`src/rtl/arb_req_burst_ctrl.sv`:
```
// Upstream request stage for a 4-way fixed-priority grant FSM: holds req_N for a
// client's burst until all granted beats retire, and reports beats and status.
module arb_req_burst_ctrl #(
  parameter int LEN_W = 4
) (
  input  logic             clock,
  input  logic             reset,
  input  logic             start_0,
  input  logic             start_1,
  input  logic             start_2,
  input  logic             start_3,
  input  logic [LEN_W-1:0] len_0,
  input  logic [LEN_W-1:0] len_1,
  input  logic [LEN_W-1:0] len_2,
  input  logic [LEN_W-1:0] len_3,
  input  logic             gnt_0,
  input  logic             gnt_1,
  input  logic             gnt_2,
  input  logic             gnt_3,
  output logic             req_0,
  output logic             req_1,
  output logic             req_2,
  output logic             req_3,
  output logic             busy_0,
  output logic             busy_1,
  output logic             busy_2,
  output logic             busy_3,
  output logic             done_0,
  output logic             done_1,
  output logic             done_2,
  output logic             done_3,
  output logic             beat_valid,
  output logic [1:0]       beat_src,
  output logic             protocol_err
);

  typedef enum logic [1:0] {IDLE, ACTIVE, DRAIN} state_t;

  state_t           state_q [4];
  state_t           state_d [4];
  logic [LEN_W-1:0] len_q   [4];
  logic [LEN_W-1:0] len_d   [4];
  logic [LEN_W-1:0] cnt_q   [4];
  logic [LEN_W-1:0] cnt_d   [4];
  logic [LEN_W-1:0] len_in  [4];
  logic [3:0]       start, gnt, beat, idle;
  logic [3:0]       req_q, busy_q, done_q, done_d;
  logic             err_q, err_d;

  assign start     = {start_3, start_2, start_1, start_0};
  assign gnt       = {gnt_3, gnt_2, gnt_1, gnt_0};
  assign len_in[0] = len_0;
  assign len_in[1] = len_1;
  assign len_in[2] = len_2;
  assign len_in[3] = len_3;

  // NOTE: every signal written here gets a default first so no latch is inferred.
  always_comb begin
    for (int n = 0; n < 4; n++) begin
      state_d[n] = state_q[n];
      len_d[n]   = len_q[n];
      cnt_d[n]   = cnt_q[n];
      done_d[n]  = 1'b0;
      idle[n]    = (state_q[n] == IDLE);
      beat[n]    = (state_q[n] == ACTIVE) && gnt[n];
      case (state_q[n])
        IDLE: begin
          if (start[n] && (len_in[n] != '0)) begin
            state_d[n] = ACTIVE;
            len_d[n]   = len_in[n];
            cnt_d[n]   = '0;
          end
        end
        ACTIVE: begin
          if (beat[n]) begin
            cnt_d[n] = cnt_q[n] + LEN_W'(1);
            if (cnt_q[n] == len_q[n] - LEN_W'(1)) state_d[n] = DRAIN;
          end
        end
        DRAIN: begin
          // Arbiter's registered grant lags req; wait for it to clear.
          if (!gnt[n]) begin
            state_d[n] = IDLE;
            done_d[n]  = 1'b1;
          end
        end
        default: state_d[n] = IDLE;
      endcase
    end
  end

  always_comb begin
    beat_src = 2'd0;
    for (int n = 3; n >= 0; n--) begin
      if (beat[n]) beat_src = 2'(n);
    end
  end

  assign beat_valid = |beat;

  // Sticky: overlapping grants, or a grant to a channel with no burst in flight.
  assign err_d = err_q || ((gnt & (gnt - 4'd1)) != 4'd0) || ((gnt & idle) != 4'd0);

  // NOTE: sequential state uses non-blocking assignments so all registers update together.
  always_ff @(posedge clock or posedge reset) begin
    if (reset) begin
      for (int n = 0; n < 4; n++) begin
        state_q[n] <= IDLE;
        len_q[n]   <= '0;
        cnt_q[n]   <= '0;
      end
      req_q  <= '0;
      busy_q <= '0;
      done_q <= '0;
      err_q  <= 1'b0;
    end else begin
      for (int n = 0; n < 4; n++) begin
        state_q[n] <= state_d[n];
        len_q[n]   <= len_d[n];
        cnt_q[n]   <= cnt_d[n];
        req_q[n]   <= (state_d[n] == ACTIVE);
        busy_q[n]  <= (state_d[n] != IDLE);
      end
      done_q <= done_d;
      err_q  <= err_d;
    end
  end

  assign {req_3, req_2, req_1, req_0}     = req_q;
  assign {busy_3, busy_2, busy_1, busy_0} = busy_q;
  assign {done_3, done_2, done_1, done_0} = done_q;
  assign protocol_err                     = err_q;

endmodule

```
`config.mk`:
```
export PLATFORM = sky130hd
export DESIGN_NAME = arb_req_burst_ctrl
export DESIGN_NICKNAME = d
export VERILOG_FILES = /design/src/rtl/arb_req_burst_ctrl.sv
export SDC_FILE = /design/constraint.sdc
export NUM_CORES = 1
export LEC_CHECK = 0
export ABC_AREA = 1
export BUFFER_PORTS_ARGS = -buffer_cell sky130_fd_sc_hd__buf_2
export CAP_MARGIN = 40
export CORE_MARGIN = 5
export CORE_UTILIZATION = 52
export CTS_CLUSTER_DIAMETER = 60
export CTS_CLUSTER_SIZE = 14
export DETAILED_ROUTE_END_ITERATION = 10
export PLACE_DENSITY = 0.76
export SYNTH_ARGS = -nofsm -noshare
export SYNTH_HDL_FRONTEND = slang
export SYNTH_SLANG_ARGS = --single-unit
```
`constraint.sdc`:
```
create_clock -name clock -period 1.45 [get_ports clock]
set_clock_uncertainty 0.05 [all_clocks]
set_input_delay 0.145 -clock clock [delete_from_list [all_inputs] [get_ports clock]]
set_output_delay 0.145 -clock clock [all_outputs]
set_load 0.02 [all_outputs]
```
==> flow_metrics.py <==
metrics = {
    "outcome": {
        "status": "complete, but fails checks",
        "violations": "negative setup slack",
    },
    "place": {
        "globalplace.congestion": 0.832,
        "dp_hpwl_um": 4440,
        "place_area_um2": 3320,
        "port_buffers": 41,
    },
    "sta": {
        "hold_viol_final": 0,
        "grt_setup_unrepaired": "true",
        "slew_headroom_pct": 72.6,
        "slew_violations": 0,
        "worst_slew_pin_slew_ns": 0.410,
        "setup_viol": 3,
        "fin_crit_ns": 1.50,
        "finalWorstSetupSlack_ns": -0.0544,
        "period_share_pct": 104,
        "fin_setup_tns_ns": -0.139,
        "fmax_mhz": 665,
    },
    "logic_synthesis": {
        "yosysMostFrequentCell": "nand2_1",
        "yosys-top-cells-count": "nand2_1 (103), dfrtp_1 (53), inv_1 (53)",
        "async_reset_ff_share_pct": 100,
        "synth_edf_count": 0,
        "synth_cell_types": 29,
        "synth_area_um2": 3040,
        "netlist_instances": 375,
        "synth_area_leaders": "dfrtp_1 (44%), nand2_1 (13%), inv_1 (6.6%)",
        "ys_seq_elements": 53,
        "ys_warn_count": 0,
        "ys.flop_type": "dfrtp_1",
        "yosysSeqAreaShare_pct": 43.7,
        "synth_area_per_cell_um2": 8.10,
        "syn_nets": 409,
        "synth_largest_area_cell": "dfrtp_1",
        "synth_top_cell_area_share_pct": 43.7,
    },
    "worst_setup_path": {
        "critPathMaxStageDelay_ns": 0.40,
        "worstPathCellList": "inv_2 > nor2_4 > nand3_2 > a21boi_2 > buf_6",
        "end_kind": "output port",
        "critPathBufInv": 2,
        "cpMaxStageDelayCell": "dfrtp_1",
        "cp.required_ns": 1.25,
        "crit_family": "flip-flops",
        "critical_path.max_fanout": 4,
        "path_class": "flip-flop to output port",
        "cp-start-kind": "flip-flop",
        "crit_arrival_ns": 1.31,
    },
    "power": {
        "p_per_area_nw_per_um2": 2000,
        "leakage_nw": 1.97,
        "p_int_mw": 4.23,
        "peakVddDrop_uv": 904,
        "pwr-share-seq_pct": 33.1,
        "clkPwrFrac_pct": 11.4,
        "combPwrFrac_pct": 55.6,
        "power.switching_mw": 3.32,
        "netSwitchingFraction_pct": 44.0,
        "finalPower_mw": 7.56,
    },
    "route": {
        "post_drt_wl_per_cell_um": 12.4,
        "post-route-drc-count": 0,
        "viasPerCell": 5.05,
        "ant_nets": 0,
        "first_pass_iters": 4,
        "num_vias": 2629,
        "drt_iter0_drc": 81,
        "wl_um": 6460,
    },
    "global_route": {
        "antenna_found_initial": 0,
        "grt_max_degree": 38,
        "grt_pass1_vias": 2510,
        "gr-usage-met3_pct": 3.23,
        "grt_pass1_wl_um": 11000,
        "gr-usage-met2_pct": 31.8,
        "grt_remaining_overflow": 0,
        "grtUsageTotal_pct": 18.2,
        "busiest_layer": "met2",
        "met1_usage_pct": 22.8,
    },
    "layout": {
        "antenna_cells": 0,
        "layout.nets": 483,
        "drive_gt1_share_pct": 36.5,
        "final_cell_area_um2": 3770,
        "syn_to_final_growth_pct": 24.2,
        "nFillCells": 471,
    },
    "floorplanning": {
        "rows": 27,
        "core-area_um2": 5610,
        "die_w_um": 86.4,
        "die_area_um2": 7470,
        "start_util_pct": 54.1,
        "die_height_um": 86.4,
        "num_io_pins": 42,
    },
    "cts": {
        "cts_htree_levels": 2,
        "clk_latency_ns": 0.31,
        "cts_made_buffers": 5,
        "clk_pin_slew_ns": 0.09,
        "cts_tree": "done",
        "cts.path.max_buffers": 2,
        "root_buffer": "clkbuf_8",
        "cts.sinks": 53,
    },
    "worst_hold_path": {
        "hold_class": "input pin to flip-flop",
    },
    "flow_run": {
        "cap_violations": 0,
    },
}
-- flip-flops by register name, summed over array words and instances, names as in the netlist --
| name | cells |
|---|---|
| len_q | 16 |
| state_q | 8 |
| cnt_q | 16 |
| busy_q | 4 |
| protocol_err | 1 |
| done_q | 4 |
| req_q | 4 |
-- worst register-to-register path, stage by stage, from the launching register on --
cell,delay [ns]
dfrtp_1,0.41
inv_2,0.09
ha_4,0.14
inv_2,0.03
nand2_2,0.06
nand2_1,0.05
nand2_1,0.06
nand2_2,0.08
nor2_4,0.12
nand3_2,0.08
nand2_2,0.09
nand2_1,0.05
-- area by class of cell --
class	instances	area (um^2)	area share [%]
multi-input cells	251	1520	40.3
flip-flops and latches	53	1330	35.2
repair buffers	75	507	13.4
inverters	63	240	6.37
well taps	72	90.1	2.39
clock buffers	7	86.3	2.29
-- through the flow --
step | hold slack, ns | worst slack, ns | cells | utilization (%)
2_1_floorplan | 0.156 | 0.140 | 375 | -
3_3_place_gp | 0.115 | 0.0881 | 485 | 59.1
3_5_place_dp | 0.119 | 0.0212 | 485 | 59.1
4_1_cts | 0.0310 | -0.0556 | 506 | 63.2
5_1_grt | 0.0436 | -0.130 | 521 | 67.2
6_report | 0.0409 | -0.0544 | 521 | 67.2
-- per-layer routing --
layer  share of wire [%]  up-vias
met4                 1.8        0
met2                  51       56
li1                    -     1325
met3                 4.8       11
met1                  42     1237
met5                   0        -
-- power by group through the flow --
stage	registers, mW	clock network, mW	logic, mW
3_3_place_gp	2.50	0	3.21
3_5_place_dp	2.51	0	3.34
2_1_floorplan	2.55	0	2.58
5_1_grt	2.59	0.945	4.76
4_1_cts	2.48	0.894	3.64
6_report	2.50	0.858	4.20
-- placed cells by master, fill, tap and decap left out, types with 6 or more instances in the layout --
cell / instances
inv_1: 45
nor2_2: 10
nand2_2: 13
nor2_4: 8
inv_2: 17
buf_4: 31
buf_2: 38
nor2_1: 12
o21ai_1: 11
o21ai_2: 16
nand2_1: 95
nand4_1: 6
clkbuf_8: 6
nand3_2: 6
nand3_1: 35
dfrtp_1: 53
-- repair_timing --
| item | in CTS | in global routing |
|---|---|---|
| resized for setup | 11 | 28 |
| setup endpoints to repair | 3 | 20 |
| cloned | 0 | 0 |
| hold buffers | 1 | 0 |
| endpoints found under the hold margin | 16 | 0 |
| buffers inserted | 13 | 15 |
| pin swaps | 5 | 23 |
-- cell families after synthesis --
group	share of synthesized area, %
fa+ha+maj	3.30
flops	43.7
buf+inv	10.1
xor+xnor	1.73
compound gates	9.56
simple gates	31.7
-- worst paths after layout --
check	to	startpoint	slack, ns	cells past startpoint
min in group asynchronous	cnt_q[7]	reset	0.32	3
worst min register to register	len_q[9]	len_q[9]	0.44	2
worst min-delay path	len_q[6]	len_2[2]	0.04	3
worst max-delay path	beat_src[0]	state_q[0]	-0.05	5
worst max register to register	req_q[0]	len_q[12]	0.04	11
max in group asynchronous	len_q[2]	reset	0.53	4
(Power assumes the default switching activity.)
